[src/rtl/cl_pkg.sv]
// Shared definitions for the cl_frame_tx synthetic Camera Link frame source.
package cl_pkg;

  localparam int CL_ADDR_WIDTH  = 11;
  localparam int CL_PIXEL_WIDTH = 8;

  typedef enum logic [1:0] {
    PAT_HRAMP = 2'd0,
    PAT_VRAMP = 2'd1,
    PAT_SPOT  = 2'd2,
    PAT_CHECK = 2'd3
  } cl_pat_e;

  typedef enum logic [2:0] {
    ST_IDLE   = 3'd0,
    ST_LEAD   = 3'd1,
    ST_ACTIVE = 3'd2,
    ST_HBLANK = 3'd3,
    ST_VBLANK = 3'd4
  } cl_state_e;

endpackage

[src/rtl/cl_pixel_src.sv]
// Combinational pattern generator: maps one (x,y) coordinate and the latched
// frame configuration to a pixel value.
module cl_pixel_src
  import cl_pkg::*;
#(
  parameter int ADDR_WIDTH  = CL_ADDR_WIDTH,
  parameter int PIXEL_WIDTH = CL_PIXEL_WIDTH
) (
  input  logic [ADDR_WIDTH-1:0]  i_x,
  input  logic [ADDR_WIDTH-1:0]  i_y,
  input  cl_pat_e                i_pattern,
  input  logic [ADDR_WIDTH-1:0]  i_spot_x,
  input  logic [ADDR_WIDTH-1:0]  i_spot_y,
  input  logic [ADDR_WIDTH-1:0]  i_spot_r,
  input  logic [PIXEL_WIDTH-1:0] i_fg,
  input  logic [PIXEL_WIDTH-1:0] i_bg,
  output logic [PIXEL_WIDTH-1:0] o_pixel
);

  localparam int AW = ADDR_WIDTH;

  logic [AW:0]     w_dx, w_dy;
  logic [2*AW+1:0] w_dx_ext, w_dy_ext, w_dx2, w_dy2;
  logic [2*AW+2:0] w_d2;
  logic [2*AW-1:0] w_r_ext, w_r2;
  logic            w_in_spot;

  // Two's-complement differences, sign-extended so the truncated unsigned
  // square equals the true (non-negative) square.
  assign w_dx     = {1'b0, i_x} - {1'b0, i_spot_x};
  assign w_dy     = {1'b0, i_y} - {1'b0, i_spot_y};
  assign w_dx_ext = {{(AW+1){w_dx[AW]}}, w_dx};
  assign w_dy_ext = {{(AW+1){w_dy[AW]}}, w_dy};
  assign w_dx2    = w_dx_ext * w_dx_ext;
  assign w_dy2    = w_dy_ext * w_dy_ext;
  assign w_d2     = {1'b0, w_dx2} + {1'b0, w_dy2};
  assign w_r_ext  = {{AW{1'b0}}, i_spot_r};
  assign w_r2     = w_r_ext * w_r_ext;
  assign w_in_spot = (w_d2 <= {3'b000, w_r2});

  always_comb begin
    o_pixel = i_bg;
    case (i_pattern)
      PAT_HRAMP: o_pixel = i_x[PIXEL_WIDTH-1:0];
      PAT_VRAMP: o_pixel = i_y[PIXEL_WIDTH-1:0];
      PAT_SPOT:  o_pixel = w_in_spot ? i_fg : i_bg;
      PAT_CHECK: o_pixel = (i_x[3] ^ i_y[3]) ? i_fg : i_bg;
      default:   o_pixel = i_bg;
    endcase
  end

endmodule

[src/rtl/cl_frame_tx.sv]
// Camera Link-style frame source: VSYNC/HSYNC/DE timing plus two pixels per clock.
// Optional CL_TX_NOISE_EN adds LFSR dither to the two LSBs of each pixel.
module cl_frame_tx
  import cl_pkg::*;
#(
  parameter int ADDR_WIDTH  = CL_ADDR_WIDTH,
  parameter int PIXEL_WIDTH = CL_PIXEL_WIDTH,
  parameter int H_ACTIVE    = 640,
  parameter int V_ACTIVE    = 480,
  parameter int H_BLANK     = 64,
  parameter int V_BLANK     = 8
) (
  input  logic                   CCLK,
  input  logic                   RST_N,
  input  logic                   iENABLE,
  input  logic [1:0]             iPATTERN,
  input  logic [ADDR_WIDTH-1:0]  iSPOT_X,
  input  logic [ADDR_WIDTH-1:0]  iSPOT_Y,
  input  logic [ADDR_WIDTH-1:0]  iSPOT_R,
  input  logic [PIXEL_WIDTH-1:0] iFG_LEVEL,
  input  logic [PIXEL_WIDTH-1:0] iBG_LEVEL,
  output logic                   oVSYNC,
  output logic                   oHSYNC,
  output logic                   oDE,
  output logic [PIXEL_WIDTH-1:0] oDATA_L,
  output logic [PIXEL_WIDTH-1:0] oDATA_R,
  output logic [15:0]            oFRAME_CNT,
  output logic                   oBUSY
);

  localparam int HALF    = H_ACTIVE / 2;
  localparam int VB_CLKS = V_BLANK * (HALF + H_BLANK);
  localparam int VB_W    = $clog2(VB_CLKS + 1);
  localparam int CNT_W   = (VB_W > ADDR_WIDTH) ? VB_W : ADDR_WIDTH;

  localparam logic [CNT_W-1:0]      L_HB_LAST  = CNT_W'(H_BLANK - 1);
  localparam logic [CNT_W-1:0]      L_HA_LAST  = CNT_W'(HALF - 1);
  localparam logic [CNT_W-1:0]      L_VB_LAST  = CNT_W'(VB_CLKS - 1);
  localparam logic [ADDR_WIDTH-1:0] L_ROW_LAST = ADDR_WIDTH'(V_ACTIVE - 1);

  cl_state_e             r_state, w_state_next;
  logic [CNT_W-1:0]      r_cnt, w_cnt_next;
  logic [ADDR_WIDTH-1:0] r_row, w_row_next;
  logic                  w_latch, w_frame_inc;

  cl_pat_e               r_pattern;
  logic [ADDR_WIDTH-1:0] r_spot_x, r_spot_y, r_spot_r;
  logic [PIXEL_WIDTH-1:0] r_fg, r_bg;

  logic                   r_vsync, r_de, r_busy;
  logic [PIXEL_WIDTH-1:0] r_data_l, r_data_r;
  logic [15:0]            r_frame;
  logic [PIXEL_WIDTH-1:0] w_pix   [2];
  logic [PIXEL_WIDTH-1:0] w_noise [2];

  always_ff @(posedge CCLK or negedge RST_N) begin
    if (!RST_N) begin
      r_state <= ST_IDLE;
      r_cnt   <= '0;
      r_row   <= '0;
    end else begin
      r_state <= w_state_next;
      r_cnt   <= w_cnt_next;
      r_row   <= w_row_next;
    end
  end

  always_comb begin
    w_state_next = r_state;
    w_cnt_next   = r_cnt + 1'b1;
    w_row_next   = r_row;
    w_latch      = 1'b0;
    w_frame_inc  = 1'b0;
    case (r_state)
      ST_IDLE: begin
        w_cnt_next = '0;
        if (iENABLE) begin
          w_state_next = ST_LEAD;
          w_latch      = 1'b1;
        end
      end
      ST_LEAD: begin
        if (r_cnt == L_HB_LAST) begin
          w_state_next = ST_ACTIVE;
          w_cnt_next   = '0;
          w_row_next   = '0;
        end
      end
      ST_ACTIVE: begin
        if (r_cnt == L_HA_LAST) begin
          w_state_next = ST_HBLANK;
          w_cnt_next   = '0;
        end
      end
      ST_HBLANK: begin
        if (r_cnt == L_HB_LAST) begin
          w_cnt_next = '0;
          if (r_row == L_ROW_LAST) begin
            w_state_next = ST_VBLANK;
            w_frame_inc  = 1'b1;
          end else begin
            w_state_next = ST_ACTIVE;
            w_row_next   = r_row + 1'b1;
          end
        end
      end
      ST_VBLANK: begin
        if (r_cnt == L_VB_LAST) begin
          w_cnt_next = '0;
          if (iENABLE) begin
            w_state_next = ST_LEAD;
            w_latch      = 1'b1;
          end else begin
            w_state_next = ST_IDLE;
          end
        end
      end
      default: begin
        w_state_next = ST_IDLE;
        w_cnt_next   = '0;
      end
    endcase
  end

  // Shadow config only changes on frame start, so a frame is always self-consistent.
  always_ff @(posedge CCLK or negedge RST_N) begin
    if (!RST_N) begin
      r_pattern <= PAT_HRAMP;
      r_spot_x  <= '0;
      r_spot_y  <= '0;
      r_spot_r  <= '0;
      r_fg      <= '0;
      r_bg      <= '0;
    end else if (w_latch) begin
      r_pattern <= cl_pat_e'(iPATTERN);
      r_spot_x  <= iSPOT_X;
      r_spot_y  <= iSPOT_Y;
      r_spot_r  <= iSPOT_R;
      r_fg      <= iFG_LEVEL;
      r_bg      <= iBG_LEVEL;
    end
  end

  genvar gi;
  generate
    for (gi = 0; gi < 2; gi++) begin : g_pix
      cl_pixel_src #(
        .ADDR_WIDTH  (ADDR_WIDTH),
        .PIXEL_WIDTH (PIXEL_WIDTH)
      ) u_src (
        .i_x       ({r_cnt[ADDR_WIDTH-2:0], 1'(gi)}),
        .i_y       (r_row),
        .i_pattern (r_pattern),
        .i_spot_x  (r_spot_x),
        .i_spot_y  (r_spot_y),
        .i_spot_r  (r_spot_r),
        .i_fg      (r_fg),
        .i_bg      (r_bg),
        .o_pixel   (w_pix[gi])
      );
    end
  endgenerate

`ifdef CL_TX_NOISE_EN
  logic [15:0] r_lfsr;

  always_ff @(posedge CCLK or negedge RST_N) begin
    if (!RST_N) begin
      r_lfsr <= 16'hACE1;
    end else if (r_state == ST_ACTIVE) begin
      r_lfsr <= {r_lfsr[14:0], r_lfsr[15] ^ r_lfsr[13] ^ r_lfsr[12] ^ r_lfsr[10]};
    end
  end

  assign w_noise[0] = {{(PIXEL_WIDTH-2){1'b0}}, r_lfsr[1:0]};
  assign w_noise[1] = {{(PIXEL_WIDTH-2){1'b0}}, r_lfsr[3:2]};
`else
  assign w_noise[0] = '0;
  assign w_noise[1] = '0;
`endif

  always_ff @(posedge CCLK or negedge RST_N) begin
    if (!RST_N) begin
      r_vsync  <= 1'b0;
      r_de     <= 1'b0;
      r_busy   <= 1'b0;
      r_data_l <= '0;
      r_data_r <= '0;
      r_frame  <= '0;
    end else begin
      r_vsync  <= (r_state == ST_LEAD) || (r_state == ST_ACTIVE) || (r_state == ST_HBLANK);
      r_de     <= (r_state == ST_ACTIVE);
      r_busy   <= (r_state != ST_IDLE);
      r_data_l <= (r_state == ST_ACTIVE) ? (w_pix[0] ^ w_noise[0]) : '0;
      r_data_r <= (r_state == ST_ACTIVE) ? (w_pix[1] ^ w_noise[1]) : '0;
      if (w_frame_inc) r_frame <= r_frame + 16'd1;
    end
  end

  assign oVSYNC     = r_vsync;
  assign oHSYNC     = r_de;
  assign oDE        = r_de;
  assign oDATA_L    = r_data_l;
  assign oDATA_R    = r_data_r;
  assign oFRAME_CNT = r_frame;
  assign oBUSY      = r_busy;

endmodule
[config.mk]
export PLATFORM = sky130hd
export DESIGN_NAME = cl_frame_tx
export DESIGN_NICKNAME = d
export VERILOG_FILES = /design/src/rtl/cl_pkg.sv /design/src/rtl/cl_pixel_src.sv /design/src/rtl/cl_frame_tx.sv
export SDC_FILE = /design/constraint.sdc
export NUM_CORES = 2
export LEC_CHECK = 0
export CAP_MARGIN = 20
export CORE_MARGIN = 2
export CORE_UTILIZATION = 70
export CTS_BUF_LIST = sky130_fd_sc_hd__clkbuf_8
export CTS_CLUSTER_SIZE = 20
export DETAILED_ROUTE_END_ITERATION = 6
export HOLD_SLACK_MARGIN = 0.03
export PLACE_DENSITY = 0.92
export SYNTH_ARGS = -nofsm -noshare
export SYNTH_HDL_FRONTEND = slang
export SYNTH_HIERARCHICAL = 1
export SYNTH_SLANG_ARGS = --single-unit
[constraint.sdc]
create_clock -name CCLK -period 16.71 [get_ports CCLK]
set_input_delay 2.5065 -clock CCLK [delete_from_list [all_inputs] [get_ports CCLK]]
set_output_delay 2.5065 -clock CCLK [all_outputs]
set_load 0.005 [all_outputs]
* Word level (Yosys, flattened, before mapping)
Index checks and enable logic that the tools add are counted.
** Operators by class
- Reductions and logical operators :: 9
- Add/subtract/negate cells :: 8
- $lt $le $gt $ge :: 2
- Multipliers :: 4
- Equal/unequal tests :: 17
- Muxes and demuxes :: 29
- Bitwise gates (word level) :: 1
** Operator list (count)
- 12-bit by 12-bit multiplier with 24-bit output :: 3
- 8-bit case mux with 4 select lines :: 2
- 24-bit by 24-bit adder with 25-bit output :: 2
- 25-bit by 22-bit <= comparator with 1-bit output :: 2
- 8-bit 2-to-1 mux :: 5
- 12-bit 2-to-1 mux :: 3
- 12-bit case mux with 3 select lines :: 1
- 11-bit by 11-bit subtractor with 12-bit output :: 3
- 11-bit 2-to-1 mux :: 3
- 11-bit by 11-bit multiplier with 22-bit output :: 1
- 11-bit case mux with 2 select lines :: 1
- 3-bit 2-to-1 mux :: 6
- 16-bit by 1-bit adder with 16-bit output (second input constant) :: 1
- 3-bit case mux with 5 select lines :: 1
- 12-bit by 1-bit adder with 12-bit output (second input constant) :: 1
- 12-bit equality test (second input constant) :: 1
- 12-bit by 6-bit equality test with 1-bit output (second input constant) :: 1
- 12-bit by 9-bit equality test with 1-bit output (second input constant) :: 1
- 2-bit != test (second input constant) :: 6
- 11-bit by 1-bit adder with 11-bit output (second input constant) :: 1
- 11-bit by 9-bit equality test with 1-bit output (second input constant) :: 1
- 3-bit by 2-bit equality test with 1-bit output (second input constant) :: 2
- 1-bit 2-to-1 mux :: 6
- 5-bit AND reduction :: 1
- 13 further kinds :: 15
** Word-level totals
- Register bits :: 112
- Word-level logic and storage cells :: 85
- Output and inout bits :: 36
- Input bits :: 54

* Longest topological paths before layout
- Depth in word-level cells :: 7
- Gate-level depth with buffers :: 55
- Depth with buffers taken out :: 54

* By module
Netlist, hierarchy kept.
** By module, submodules not included
- cl_pixel_src at g_pix[0].u_src :: cells an instance 1862, area an instance 15765.1 um2, seq. area each 0.0 um2, times used 1
- cl_pixel_src at g_pix[1].u_src :: cells an instance 1846, area an instance 15671.3 um2, seq. area each 0.0 um2, times used 1
- cl_frame_tx :: cells an instance 386, area an instance 4833.4 um2, seq. area each 2802.7 um2, times used 1

* Least setup slack after synthesis
Ideal clock, no wire load.
- Kind :: register to register
- Start :: reg r_cnt[0]
- End :: reg r_data_r[0] (netlist: oDATA_R[0])
- Stages on the path, launching flop included :: 51
- Slack :: 6.748 ns
- Arrival time :: 9.843 ns
- Period minus slack after synthesis :: 9.962 ns
- Library setup time :: 0.119 ns
- Path buffers :: 2
- Required time :: 16.591 ns
- Cells stage by stage :: dfrtp_1 -> fa_1 -> a21o_1 -> a21oi_1 -> o21bai_1 -> a21oi_1 -> o21bai_1 -> a21oi_1 -> mux2i_1 -> or2_2 -> buf_2 -> inv_1 -> nor2_1 -> fa_1 -> fa_1 -> inv_1 -> fa_1 -> inv_1 -> [... 15 more ...] -> nor2b_1 -> nor2_1 -> o31a_2 -> nand2b_1 -> a21oi_1 -> xnor2_1 -> ha_1 -> and3_2 -> nand3_1 -> nor4_4 -> nor2_1 -> nor4_2 -> o311a_1 -> o211a_1 -> buf_6 -> mux2i_1 -> o21ai_1 -> and2_1
** RTL lines
- start, declared :: line cl_frame_tx.sv:42 : logic [CNT_W-1:0] r_cnt, w_cnt_next;
- start signal, assigned :: line cl_frame_tx.sv:63 : r_cnt <= w_cnt_next;
- end signal, assigned :: line cl_frame_tx.sv:195 : r_data_r <= (r_state == ST_ACTIVE) ? (w_pix[1] ^ w_noise[1]) : '0;
- end, declared :: line cl_frame_tx.sv:51 : logic [PIXEL_WIDTH-1:0] r_data_l, r_data_r;

==> reports/metrics.csv <==
stage;metric;value;unit
status;status;finished, final reports clean;
logic_synthesis;Synth Warn #;6;
worst_setup_path;Critical Path RT;17.04;ns
layout;most frequent cells in the layout;inv_1, fa_1, ha_1;
clocking;CTS buffer count;9;
grt;GRT Total Usage;34.2;%
grt;largest net degree at the start of global routing;80;
detailed_routing;final wirelength;87600;um
timing;worst setup slack after layout;5.07;ns
clocking;CTS tree;built;
layout;post-route design area;38000;um2
clocking;setup bufs post-CTS;0;
pwr;Pwr Total;0.000533;W
timing;Rel. slew slack;27.3;%
worst_setup_path;Setup CP Type;flip-flop to flip-flop;
detailed_routing;vias;28700;
clocking;CTS resizes;0;
clocking;Clock Sinks;112;
detailed_routing;drt wl/cell;18.2;um
pwr;Leak;20.6;nW
worst_setup_path;crit path DAT;11.97;ns
layout;area of the multi-input gates;29300;um2
clocking;Root Driver;clkbuf_8;
worst_setup_path;Reg-to-Reg Start;r_cnt[0]$_DFF_PN0_;
detailed_routing;Final ANT Viol Nets;0;
grt;vias in the first global route;30400;
worst_hold_path;HP Class;flip-flop to flip-flop;
floorplan;Die Span Y;232;um
worst_setup_path;Setup crit end kind;flip-flop;
worst_setup_path;Startpoint Class;flip-flop;
floorplan;Die ar.;53700;um2
detailed_routing;DR iter-0 viols;2767;
logic_synthesis;Cells after Synth;4094;
logic_synthesis;syn_area_per_cell;8.86;um2
timing;final setup fails;0;
place;area post-placement;37800;um2
timing;Final TNS setup;0;ns
clocking;Max clock buf depth;2;
place;I/O Buffers;89;
layout;post-route core utilization;74.2;%
logic_synthesis;Main synth FF type;dfrtp_1;
floorplan;I/O pin cnt;90;
grt;first-pass GRT wire length;147000;um
worst_setup_path;CP endpoint;oDATA_R[6]$_DFF_PN0_;
pwr;worst vdd ir;0.0389;mV
logic_synthesis;post-synthesis sequential area ratio;7.73;%
timing;crit path time final;11.64;ns
worst_setup_path;reg2reg setup slack;5.07;ns
detailed_routing;DR pass1 iterations;6;
place;Routability Congestion;0.958;
floorplan;DIE WIDTH;232;um
floorplan;Starting Density;70.7;%
clocking;Worst-Skew Late Latency;0.42;ns
place;worst slack, placed;5.21;ns
layout;Fillers;3418;
layout;layout cell share with drive strength beyond 1;2.66;%
logic_synthesis;Netlist cell types;94;
layout;most common cell after layout, fill and taps aside;inv_1;
worst_setup_path;top cell family by delay on the critical path;adder cells;
detailed_routing;DR vias/cell;5.96;
layout;ant diodes;0;
grt;initial antenna violation count;3;
floorplan;Core ar.;51300;um2
layout;FF/Latch Area;2800;um2
clocking;H-Tree Depth;3;
worst_hold_path;hold depth;1;
layout;Nets;5249;
floorplan;num rows;83;
clocking;clock-pin slew on the worst setup and hold paths;0.14;ns
logic_synthesis;Async SR Flop Fraction;100;%
timing;Achievable Freq;0.0859;GHz
timing;period utilization;69.7;%
logic_synthesis;number of flops mapped to enable cells by yosys;0;
worst_setup_path;Worst setup startpoint;r_cnt[0]$_DFF_PN0_;
clocking;cts hold-fix bufs;0;
job;max cap viols;0;
worst_setup_path;WP depth;48;
grt;Remaining Overflow, GRT;0;
pwr;Power Density;14.0;nW/um2
worst_setup_path;Buf/Inv on CP;5;
detailed_routing;DRC;0;
timing;Worst Clk Skew;0.0170;ns
logic_synthesis;Post-Syn Area;36300;um2
place;DP Wirelength;72900;um
worst_setup_path;reg-to-reg endpoint;oDATA_R[6]$_DFF_PN0_;
worst_setup_path;FF-to-FF path depth;48;
worst_setup_path;Max stage delay on crit path;0.75;ns
timing;unrepaired setup endpoints after global routing;no;
timing;slew of the pin with the lowest slew margin;1.08;ns
timing;Final Slew Violations;0;
worst_setup_path;worst-path fanout max;10;
layout;Area Overhead vs Synth;4.88;%
timing;final count of hold timing violations;0;
logic_synthesis;#FFs+latches synth;112;
worst_setup_path;Crit-path slowest cell;xor2_1;
-- through the flow --
| step | hold WS, ns | cells |
|---|---|---|
| after floorplan | 0.465 | 4096 |
| after global routing | 0.512 | 4815 |
| after CTS | 0.501 | 4813 |
| after detailed placement | 0.472 | 4797 |
| final | 0.502 | 4815 |
| after global placement | 0.462 | 4797 |
-- logic make-up after synthesis --
group,share of synthesized area [%]
buffers and inverters,11.5
adder cells (fa/ha/maj),49.7
AND/OR/NAND/NOR,13.3
AO/OA/AOI/OAI,9.41
XOR/XNOR,5.60
flip-flops,7.73
multiplexers,2.85
other,0.0207
-- area by class of cell --
cell class	instances	share of cell area, %
clock inverter	7	0.243
tap	680	2.24
clock buffer	9	0.326
timing repair buffer	106	2.78
sequential	112	7.37
inverter	1005	9.92
multi-input combinational	2896	77.1
-- Yosys cell counts (50+ instances only) --
cell	instances	area (um2)
a21oi_1	165	826
xor2_1	89	780
a21o_1	50	375
inv_1	979	3670
ha_1	441	5520
nor2_1	240	901
dfrtp_1	112	2800
clkbuf_1	57	214
nor3_1	54	270
xnor2_1	141	1230
fa_1	624	12500
nand2_1	282	1060
and2_1	133	832
o21ai_0	80	400
-- worst min-delay path by stage --
| stage | from | endpoint |
|---|---|---|
| 6_report | oFRAME_CNT[15]$_DFFE_PN0P_ | oFRAME_CNT[15]$_DFFE_PN0P_ |
| 5_1_grt | oFRAME_CNT[15]$_DFFE_PN0P_ | oFRAME_CNT[15]$_DFFE_PN0P_ |
| 4_1_cts | oFRAME_CNT[15]$_DFFE_PN0P_ | oFRAME_CNT[15]$_DFFE_PN0P_ |
| 3_5_place_dp | oFRAME_CNT[15]$_DFFE_PN0P_ | oFRAME_CNT[15]$_DFFE_PN0P_ |
| 3_3_place_gp | oFRAME_CNT[15]$_DFFE_PN0P_ | oFRAME_CNT[15]$_DFFE_PN0P_ |
| 2_1_floorplan | oFRAME_CNT[15]$_DFFE_PN0P_ | oFRAME_CNT[15]$_DFFE_PN0P_ |
-- per-layer routing --
metal | vias to the layer above | share of wire, % | global-route usage (%) | wire [um]
met1 | 13900 | 39 | 44.8 | 34000
met5 | - | 0.016 | 0 | 14
met4 | 2 | 4.4 | 14.1 | 3860
met3 | 341 | 9.6 | 6.43 | 8420
li1 | 12900 | - | - | -
met2 | 1488 | 47 | 56.1 | 41400
-- power by group --
| group | internal [W] | total [W] | leakage [nW] | switching, W |
|---|---|---|---|---|
| clock network | 0.0000644 | 0.000187 | 0.110 | 0.000123 |
| logic | 0.0000332 | 0.0000754 | 18.9 | 0.0000422 |
| registers | 0.000271 | 0.000271 | 1.54 | 0 |
| total | 0.000369 | 0.000533 | 20.6 | 0.000165 |
-- registers in the layout, summed over array words and instances (netlist names) --
| name | cells |
|---|---|
| r_bg | 8 |
| r_spot_r | 11 |
| r_fg | 8 |
| r_cnt | 12 |
| oDE | 1 |
| r_pattern | 2 |
| r_spot_y | 11 |
| r_spot_x | 11 |
| r_state | 3 |
| r_row | 11 |
| oDATA_R | 8 |
| oDATA_L | 8 |
| oFRAME_CNT | 16 |
| oVSYNC | 1 |
| oBUSY | 1 |
No activity file was read; power rests on OpenSTA's default activity.
